===== config.mk =====
export PLATFORM = sky130hd
export DESIGN_NAME = ins_dispatch
export DESIGN_NICKNAME = d
export VERILOG_FILES = /design/src/rtl/ins_dispatch.sv
export SDC_FILE = /design/constraint.sdc
export NUM_CORES = 1
export LEC_CHECK = 0
export CAP_MARGIN = 40
export CORE_AREA = 2 2 414 416
export CTS_CLUSTER_SIZE = 30
export DETAILED_ROUTE_END_ITERATION = 6
export DIE_AREA = 0 0 416 418
export DONT_BUFFER_PORTS = 1
export PLACE_DENSITY = 0.3
export SYNTH_ARGS = -nofsm -noshare
export SYNTH_HDL_FRONTEND = slang
export SYNTH_SLANG_ARGS = --single-unit

===== constraint.sdc =====
create_clock -name clk -period 24.6 [get_ports clk]
set_input_delay 4.92 -clock clk [delete_from_list [all_inputs] [get_ports clk]]
set_output_delay 4.92 -clock clk [all_outputs]
set_load 0.02 [all_outputs]

===== src/rtl/ins_dispatch.sv =====
// rtl/ins_dispatch.sv - instruction dispatcher: fetch, decode, issue to Conv/Add/Remap units.
// Optional illegal-opcode trap state enabled by macro ID_OPCODE_CHECK_EN.
module ins_dispatch #(
  parameter int          INS_W  = 512,
  parameter int unsigned SERIAL = 1,
  parameter int          CNT_W  = 32
) (
  input  logic             clk,
  input  logic             rst,
  input  logic [INS_W-1:0] ins,
  input  logic             ins_valid,
  output logic             ins_ready,
  output logic             conv_valid,
  output logic             add_valid,
  output logic             remap_valid,
  input  logic             conv_ready,
  input  logic             add_ready,
  input  logic             remap_ready,
  output logic [INS_W-1:0] unit_ins,
  input  logic             conv_done,
  input  logic             add_done,
  input  logic             remap_done,
  output logic             halted,
  output logic             err,
  output logic [CNT_W-1:0] ins_cnt
);

  localparam logic [7:0] OP_NOP   = 8'h00;
  localparam logic [7:0] OP_CONV  = 8'h01;
  localparam logic [7:0] OP_ADD   = 8'h02;
  localparam logic [7:0] OP_REMAP = 8'h03;
  localparam logic [7:0] OP_END   = 8'h04;

  typedef enum logic [2:0] {
    S_IDLE  = 3'd0,
    S_ISSUE = 3'd1,
    S_WAIT  = 3'd2,
    S_HALT  = 3'd3
`ifdef ID_OPCODE_CHECK_EN
    ,
    S_ERR   = 3'd4
`endif
  } state_t;

  state_t           state_q, state_d;
  logic [INS_W-1:0] unit_ins_q, unit_ins_d;
  logic [CNT_W-1:0] ins_cnt_q, ins_cnt_d;

  logic [7:0] op_q;
  logic       sel_ready, sel_done, accept, handshake;

  // The latched word carries its own opcode, so unit selection needs no extra register.
  assign op_q      = unit_ins_q[7:0];
  assign sel_ready = ((op_q == OP_CONV)  && conv_ready)
                   | ((op_q == OP_ADD)   && add_ready)
                   | ((op_q == OP_REMAP) && remap_ready);
  assign sel_done  = ((op_q == OP_CONV)  && conv_done)
                   | ((op_q == OP_ADD)   && add_done)
                   | ((op_q == OP_REMAP) && remap_done);
  assign accept    = (state_q == S_IDLE) && ins_valid;
  assign handshake = (state_q == S_ISSUE) && sel_ready;

  always_ff @(posedge clk or posedge rst) begin
    if (rst) begin
      state_q    <= S_IDLE;
      unit_ins_q <= '0;
      ins_cnt_q  <= '0;
    end else begin
      state_q    <= state_d;
      unit_ins_q <= unit_ins_d;
      ins_cnt_q  <= ins_cnt_d;
    end
  end

  always_comb begin
    state_d    = state_q;
    unit_ins_d = accept ? ins : unit_ins_q;
    ins_cnt_d  = handshake ? ins_cnt_q + CNT_W'(1) : ins_cnt_q;
    case (state_q)
      S_IDLE: begin
        if (ins_valid) begin
          case (ins[7:0])
            OP_CONV, OP_ADD, OP_REMAP: state_d = S_ISSUE;
            OP_END:                    state_d = S_HALT;
            OP_NOP:                    state_d = S_IDLE;
`ifdef ID_OPCODE_CHECK_EN
            default:                   state_d = S_ERR;
`else
            default:                   state_d = S_IDLE;
`endif
          endcase
        end
      end
      S_ISSUE: begin
        if (sel_ready) state_d = (SERIAL != 0) ? S_WAIT : S_IDLE;
      end
      S_WAIT: begin
        if (sel_done) state_d = S_IDLE;
      end
      default: state_d = state_q;
    endcase
  end

  always_comb begin
    ins_ready   = (state_q == S_IDLE);
    conv_valid  = (state_q == S_ISSUE) && (op_q == OP_CONV);
    add_valid   = (state_q == S_ISSUE) && (op_q == OP_ADD);
    remap_valid = (state_q == S_ISSUE) && (op_q == OP_REMAP);
    halted      = (state_q == S_HALT);
`ifdef ID_OPCODE_CHECK_EN
    err         = (state_q == S_ERR);
`else
    err         = 1'b0;
`endif
  end

  assign unit_ins = unit_ins_q;
  assign ins_cnt  = ins_cnt_q;

endmodule


---- Word-level counts from Yosys, hierarchy flattened ----
Cells that the tools add are included.
word-level totals
  flip-flop bits (word level) ............. 547
  input port bits ......................... 521
operators by class
  add/sub/neg operators ................... 1
  eq/ne operators ......................... 13
  multiplexer cells ....................... 5
  bitwise operators ....................... 4
  reductions and logical operators ........ 15
operators by type and width
  operator                                                          number
  32-bit by 1-bit adder with 32-bit output (second input constant)  1
  8-bit by 2-bit == test with 1-bit output (second input constant)  4
  8-bit by 1-bit == test with 1-bit output (second input constant)  2
  1-bit logical AND                                                 11
  3-bit 2-to-1 mux                                                  3
  3-bit case mux with 3 select lines                                1
  8-bit by 3-bit == test with 1-bit output (second input constant)  1
  3-bit by 2-bit == test with 1-bit output (second input constant)  2
  2-bit != test (second input constant)                             3
  1-bit OR                                                          4
  2-bit case mux with 2 select lines                                1
  4-bit AND reduction                                               1
  3-bit by 1-bit == test with 1-bit output (second input constant)  1
  3-bit logical NOT                                                 1
  3-bit nonzero test                                                1
  3-bit OR reduction                                                1

---- Longest topological paths before layout ----
Gate-level depths: netlist (run 1).
  word-level depth ........................ 6
  gate-level depth with buffers ........... 7
  depth with buffers taken out ............ 6

---- Worst setup path before layout (run 1) ----
Ideal clock, no wire load.
  path kind ............................... register to output
  start point ............................. reg unit_ins_q[3], in the netlist unit_ins[3]
  end point ............................... out conv_valid
  arrival ................................. 1373 ps
  setup slack ............................. 18307 ps
  stages on the path, launching flop included .. 5
  buffers on the path ..................... 0
  cells stage by stage .................... dfrtp_1 -> nor4_2 -> and3_4 -> nand2_1 -> nor2_1
on the way
  cells in the longest elaborated chain, start to end .. 2
RTL lines
  what                                      RTL line  source
  start: declaration                        46        logic [INS_W-1:0] unit_ins_q, unit_ins_d;
  start signal: assignment                  70        unit_ins_q <= unit_ins_d;
  8-bit by 1-bit == test with 1-bit output  106       conv_valid = (state_q == S_ISSUE) && (op_q == OP_CONV);
  1-bit logical AND                         106
  end: declaration                          13        output logic conv_valid,
Every way passes these cells.

---- Final worst setup path (run 1) ----
  start point ............................. in ins_valid
  end point ............................... reg unit_ins_q[210], in the netlist unit_ins[210]
on the way
  cells in the longest elaborated chain, start to end .. 1
RTL lines
  what                RTL line  source
  start: declaration  11        input logic ins_valid,
  1-bit logical AND   60        assign accept = (state_q == S_IDLE) && ins_valid;
Every way passes these cells.
A chain may end at the register's enable or synchronous reset.

==> results list, run 1 <==
* Post-detailed-placement half-perimeter wirelength: 71.7 mm
- Max-cap violations in this run came to 0.
- Horizontal extent of the die: 416 um
- The number of hold buffers added after CTS was 0.
* Vias in the first global route: 12200
- H-Tree Depth: 3
* Layout fillers: 18500
- After clock tree synthesis, the setup repair step added 0 buffers.
- Gr ovfl total: 0
- Number of I/O pins: 1071
- In the synthesized netlist the dominant register cell turns out to be dfrtp_1.
* Share of the synthesized area in the top cell type: 66.1%
- Outcome: finished clean
- Yosys mapped a number of flops with a built-in enable equal to 0.
- The initial antenna violation count is 82.
* Worst-case setup margin in the final layout: 15.51 ns
- The largest single stage delay on the critical path is 0.79 ns.
* WL/cell: 24.7 um
* Resized Gates After CTS: 0
- Share of the synthesized area in compound gates (AO/OA/AOI/OAI): 0.248%
* DRT antenna net count: 0
- The biggest area contributor in the post-synthesis netlist is dfrtp_1.
* Leakage: 10.2 nW
- After routing the design area is 0.0259 sq mm.
* Total number of vias: 11400
- Pin slew with the least headroom to its limit: 0.906 ns
- The number of hold violations in the final report is 0.
- Mean number of vias per cell: 3.18
- For the worst setup path, the data required time is 25.15 ns.
- Number of buffers on the longest clock path: 3
- Core Region: 0.169 sq mm
- Flops & latches, synth: 546
- Port-buffer cells: 0
- Period Utilization, post-route: 36.9%
- Largest net degree at the start of global routing: 115
- At the end of routability-driven placement, the weighted congestion stood at 0.889.
* Post-place setup slack: 14.75 ns
- After Yosys synthesis, full adders, half adders and majority gates account for 0.303% of the synthesized area.
- Number of design rule violations left after detail routing: 0
- Synthesized-area fraction occupied by and/or/nand/nor cells: 2.42%
* Setup-violating endpoint count in the final report: 0
* Summed instance area of the synthesized netlist: 0.0207 sq mm
- The number of cells on the worst reg-to-reg path is 9.
* Placement Rows: 151
- Min cycle time layout: 9.09 ns
- Peak supply drop: 0.0000453 V
- The share of the Yosys chip area taken by registers is 66.1%.
- The number of different library cells used by synthesis comes to 42.
* Hold path depth: 1
- Crit start category: primary input
* TritonCTS clock tree: built
- Accumulated negative setup slack: 0 ns
* Count of mapped cells out of synthesis: 1256
- Clock slew seen by the registers of the worst setup and hold paths: 0.05 ns
- Crit path kind: primary input to flip-flop
- Of all nets on the critical path, the largest fanout is 65.
- Type of the worst min-delay path: flip-flop to flip-flop
* Power per standard cell area: 93.8 mW/mm^2
- Clock Skews: 0.0180 ns
* Endpoint class of the critical path: flip-flop
- Once placement finished, the instance area stood at 0.0234 sq mm.
* Total number of nets in the final design: 1816
- The tree built by TritonCTS fans out to 546 sinks.
- From synthesis to final layout, the design area changed by 25.3%.
- Most instantiated library cell after synthesis: dfrtp_1
* Full die area: 0.174 sq mm
* Number of detailed-routing iterations run before antenna repair: 4
- Number of cells in the finished layout apart from fillers: 3588
* Max-Slew Margin vs Limit: 39.6%
- Summed over all layers, the routed wires come to 88.7 mm.
* Post-synthesis xor/xnor area fraction: 1.39%
* Final Max Tran Viols: 0
* Dominant combinational cell family by area after synthesis: multiplexers
- Buffers inserted during clock tree synthesis total 72.
- Setup repair after global routing left no endpoint under its margin.
* Cell repeated most along the worst path: buf_4
- Overall fraction of global-route tracks in use: 9.84%
- In this run the mean area of a mapped cell was 16.5 sq um.
* Clock tree root buffer cell: clkbuf_16
- Top area cells in the synthesized netlist: dfrtp_1, mux2_2, clkbuf_1, xor2_1, xnor2_1
- During synthesis, Yosys emitted a total of 0 warnings.
- After detailed placement, the design holds a cell count of 3434.
* Number of design-rule violations left by the first detailed-router iteration: 553
- Cell with the largest stage delay on the worst path: buf_4
- For the worst-skew pair, the clock arrives at the later sink with an insertion delay of 0.69 ns.
- Counting flops with an async set or reset pin after synthesis yields a share of 100%.
- Sorting the synthesized cells by how often they occur yields dfrtp_1, mux2_2, clkbuf_1, xor2_1, nand2_1.
- The signal on the critical path passes through nand2_4 > buf_4 > buf_4 > buf_4 > buf_4 > buf_4 > mux2_2.
- For this run, the top clock speed supported by timing is 110 MHz.
* Initial core utilization: 12.2%
- Counting every net in the synthesized netlist gives 1782.
- Die Y: 418 um
* Setup slack of the worst register-to-register path: 18.79 ns
* Multiplexer area fraction after synthesis: 28.2%
- The first global-routing pass estimated 116 mm of wire.
- The post-route netlist has 49.5% of its cells at a drive strength greater than 1.
- Critical path arrival: 9.64 ns
[power breakdown]
part / leakage (nW) / internal (mW) / switching, mW / total [mW]
registers: 6.43 / 0.990 / 0.219 / 1.21
logic: 2.62 / 0.0861 / 0.0626 / 0.149
clock network: 1.19 / 0.635 / 0.437 / 1.07
total: 10.2 / 1.71 / 0.719 / 2.43
[cell type report]
class	instances	area, sq um	area share [%]
clock buffer	105	2130	8.21
timing repair buffer	19	203	0.783
sequential	546	13700	52.8
inverter	10	45.0	0.174
tap	2218	2780	10.7
clock inverter	25	282	1.09
antenna	24	60.1	0.232
multi-input combinational	641	6740	26.0
[per-stage QoR]
step / hold slack [ns] / util [%] / power [mW]
3_3_place_gp: 0.558 / 13.8 / 1.38
3_5_place_dp: 0.558 / 13.9 / 1.38
4_1_cts: 0.572 / 15.3 / 2.49
5_1_grt: 0.618 / 15.3 / 2.54
6_report: 0.567 / 15.3 / 2.43
2_1_floorplan: 0.534 / - / 1.29
[state kept, by name (all words and copies together), names as in the netlist]
register	count
state_q	2
unit_ins	512
ins_cnt	32
[metal layers]
metal	up-vias	GRT usage, %	wire length [um]
li1	4516	-	-
met1	5986	10.4	30600
met2	681	16.7	44700
met3	198	4.76	10200
met4	16	4.12	3080
met5	-	0	105
[worst max-delay path, delay by kind of cell]
| kind | cells | cell delay, ns |
|---|---|---|
| multiplexers | 1 | 0.41 |
| buffers and inverters | 5 | 3.58 |
| AND/OR/NAND/NOR | 1 | 0.41 |
[cell families after synthesis]
| group | after synthesis |
|---|---|
| AOI/OAI and AO/OA | 7 |
| muxes | 517 |
| buffers and inverters | 69 |
| adders and majority gates | 5 |
| xor gates and xnor gates | 32 |
| other | 1 |
| DFF | 546 |
| and+or+nand+nor | 79 |
[worst paths after layout]
kind / to / startpoint
worst max-delay path: unit_ins[210]$_DFFE_PP0P_ / ins_valid
worst min-delay path: state_q[1]$_DFFE_PP0P_ / state_q[1]$_DFFE_PP0P_
worst max register to register: unit_ins[210]$_DFFE_PP0P_ / state_q[0]$_DFFE_PP0P_
max in group asynchronous: unit_ins[291]$_DFFE_PP0P_ / rst
min in group asynchronous: unit_ins[201]$_DFFE_PP0P_ / rst
worst min register to register: state_q[1]$_DFFE_PP0P_ / state_q[1]$_DFFE_PP0P_
[layout by cell type, fill, tap and decap left out, types with 9 or more instances in the layout]
cell / count
buf_4: 16
clkbuf_1: 14
clkbuf_16: 73
clkbuf_8: 18
clkinv_2: 12
dfrtp_1: 546
diode_2: 24
inv_1: 9
mux2_2: 516
nand2_1: 14
nor2_1: 13
nor3_1: 10
xnor2_1: 12
xor2_1: 19
Note: power is estimated with default switching activity, not from simulation.
==> inputs of run 2 (changes only) <==
- clock period: 24.6 -> 8.2 ns (I/O delays scaled with it)
==> run 2 against run 1 <==
Compared with the run above: core utilization barely moved; combinational power rose to 3.0 times the previous value; total power rose to 3.0 times the previous value; global-route usage fell by 0.76 points; clock power rose to 3.1 times the previous value; setup slack got worse by 11 ns; flip-flop and latch count did not move; die area did not move.
==> results list, run 2 (synthesis gave the netlist of run 1 again) <==
- Outcome: finished clean
- R2r worst-path depth: 6 (-3)
* Number of I/O pins: 1071 (unchanged)
* Min cycle time layout: 3.91 ns
* Number of buffers inserted for hold repair after clock tree synthesis: 0 (unchanged)
* Overall fraction of global-route tracks in use: 9.08% (-0.76 points)
- The initial cell density of the core was 12.2% (unchanged).
- Clock Skews: 0.0126 ns (-0.00541 ns)
- Clock group share of total power: 45.1% (+1.0 points)
- The root buffer cell chosen for the clock tree is clkbuf_16.
* Worst R2R Start: state_q[0]$_DFFE_PP0P_
- The share of post-route cells with drive strength above 1 was 49.5% (about the same).
- The HPWL after detailed placement came to 64.1 mm (-11%).
- The initial antenna violation count came to 54 (-34%).
- The number of global-route vias before repair came to 12100 (-0.54%).
* Worst flop-to-flop path endpoint: unit_ins[154]$_DFFE_PP0P_
- Horizontal extent of the die: 416 um (unchanged)
- Worst Hold Path EP: state_q[1]$_DFFE_PP0P_
- Overall routed net length: 82.0 mm (-7.5%)
- Peak supply drop: 0.000137 V (+200%)
- The leakage power summed over all cells is 10.2 nW (about the same).
- The number of buffers inserted by post-CTS setup repair was 0 (unchanged).
- The maximum number of buffers from clock root to sink came to 3 (unchanged).
* Power per standard cell area: 285 mW/mm^2 (+200%)
- Post-layout total power: 7.40 mW (+200%)
- Switching power summed over all nets: 2.15 mW (+200%)
* Most frequent standard cell in the layout excluding fill and tap cells: dfrtp_1
- The worst setup slack for register-to-register paths came to 4.92 ns (-13.87 ns).
- The post-CTS resize count is 0 (unchanged).
- Period Utilization, post-route: 47.6%
- The average routed wire per standard cell was 22.9 um (-7.2%).
- The startpoint identified for the worst hold timing path is state_q[1]$_DFFE_PP0P_.
- Highest clock frequency the design can meet: 256 MHz
* Clock latency reported for the late side of the worst-skew pair: 0.67 ns (-0.02 ns)
- Global-route wire length before repair: 109 mm (-5.9%)
- Top fanout value on the critical path: 7 (-89%)
- The number of hold violations in the final report came to 0 (unchanged).
* Post-place setup slack: 4.25 ns (-10.50 ns)
- Sequential power share: 48.9% (-0.9 points)
- Required time of the critical path: 6.56 ns (-18.59 ns)
- The relative slew slack is 27.2% (-12 points).
* Worst slack on hold paths: 0.570 ns (+0.00312 ns)
- Placement Rows: 151 (unchanged)
- Clock net sink count: 546 (unchanged)
* Worst-case setup margin in the final layout: 4.29 ns (-11.22 ns)
* Setup-violating endpoint count in the final report: 0 (unchanged)
- The slew at the pin closest to its max-slew limit came to 1.09 ns (+0.185 ns).
- The per-cell via count in the routed design is 3.10 (-2.3%).
* Max-cap violations: 0 (unchanged)
* Number of design-rule violations left by the first detailed-router iteration: 479 (-13%)
* Sw frac: 29.1% (-0.46 points)
- The total internal power is 5.24 mW (+210%).
- Number of detailed-routing iterations run before antenna repair: 4 (unchanged)
- Number of design rule violations left after detail routing: 0 (unchanged)
- The worst endpoint data arrival time was 2.27 ns (-7.37 ns).
* Endpoint class of the critical path: output pin
- The library cells used most frequently in the layout, excluding fill and tap cells, are dfrtp_1, mux2_2, clkbuf_16.
- The core footprint came to 0.169 sq mm (unchanged).
- The area growth from synthesis to layout is 25.6%.
- Full die area: 0.174 sq mm (unchanged)
- The total CTS buffers was 72 (unchanged).
- The global placement routability congestion was 0.841 (-5.3%).
* Accumulated negative setup slack: 0 ns (unchanged)
- The register clock-pin slew on the reported worst setup and hold paths is 0.06 ns (about the same).
- The portion of total power attributed to combinational logic was 6.0% (about the same).
* H-Tree Depth: 3 (unchanged)
- TritonCTS built the clock tree.
* Total number of nets in the final design: 1809 (-0.39%)
- Setup repair after global routing left no endpoint under its margin.
- STA classifies the critical path startpoint as a flip-flop.
* Largest net degree at the start of global routing: 156 (+36%)
- The leftover overflow at the end of global routing came to 0 (unchanged).
- Crit path kind: flip-flop to output pin
- Type of the worst min-delay path: flip-flop to flip-flop
- The depth of the worst hold-timing path is 1 (unchanged).
- The flip-flop count of the largest register, all copies and words added is 512 (unchanged).
* Final Max Tran Viols: 0 (unchanged)
- Port-buffer cells: 0 (unchanged)
- DRT antenna net count: 0 (unchanged)
- Total number of vias: 11100 (-2.6%)
* Die Y: 418 um (unchanged)
## run 2: cell type report
class | instances | area, sq um
diodes | 19 | 47.5
clock buffers | 98 | 2080
clock inverters | 33 | 420
fillers | 18500 | 143000
inverters | 10 | 41.3
multi-input cells | 641 | 6740
flip-flops and latches | 546 | 13700
well taps | 2218 | 2780
repair buffers | 12 | 178
## run 2: power groups by stage
stage | Sequential (mW) | Combinational, mW | Clock, mW
global placement | 3.69 | 0.437 | 0
detailed placement | 3.67 | 0.455 | 0
finish | 3.62 | 0.444 | 3.34
CTS | 3.63 | 0.456 | 3.51
global route | 3.65 | 0.494 | 3.60
floorplan | 3.50 | 0.381 | 0
## run 2: worst max-delay path, cell delays in order, from the launching register on
cell     delay (ns)
dfrtp_1        0.49
nor4_2         0.41
and3_4         0.31
nand2_1        0.07
nor2_1         0.33
## run 2: layer usage
metal / routed length [um] / part of all wire (%) / global-route usage (%)
met1: 27900 / 34 / 9.33
met2: 42800 / 52 / 15.8
met3: 8730 / 11 / 4.20
met4: 2660 / 3.2 / 3.83
met5: 0 / 0 / 0
## run 2: how the worst max path moves through the flow
stage	slack, ns	to	depth (start not counted)	start
after floorplan	-0.87	ins_cnt[0]$_DFFE_PP0P_	1	rst
after global placement	4.30	unit_ins[75]$_DFFE_PP0P_	4	ins_valid
after detailed placement	4.25	unit_ins[154]$_DFFE_PP0P_	4	ins_valid
after CTS	4.14	conv_valid	4	unit_ins[2]$_DFFE_PP0P_
after global routing	4.10	conv_valid	4	unit_ins[3]$_DFFE_PP0P_
final	4.29	conv_valid	4	unit_ins[3]$_DFFE_PP0P_
## run 2: per-stage QoR
step	std cells	instance area [sq um]	utilization (%)
floorplan	1256	20700	-
global placement	3427	23400	13.8
detailed placement	3427	23400	13.8
CTS	3558	25900	15.3
global route	3562	25900	15.3
finish	3577	25900	15.3
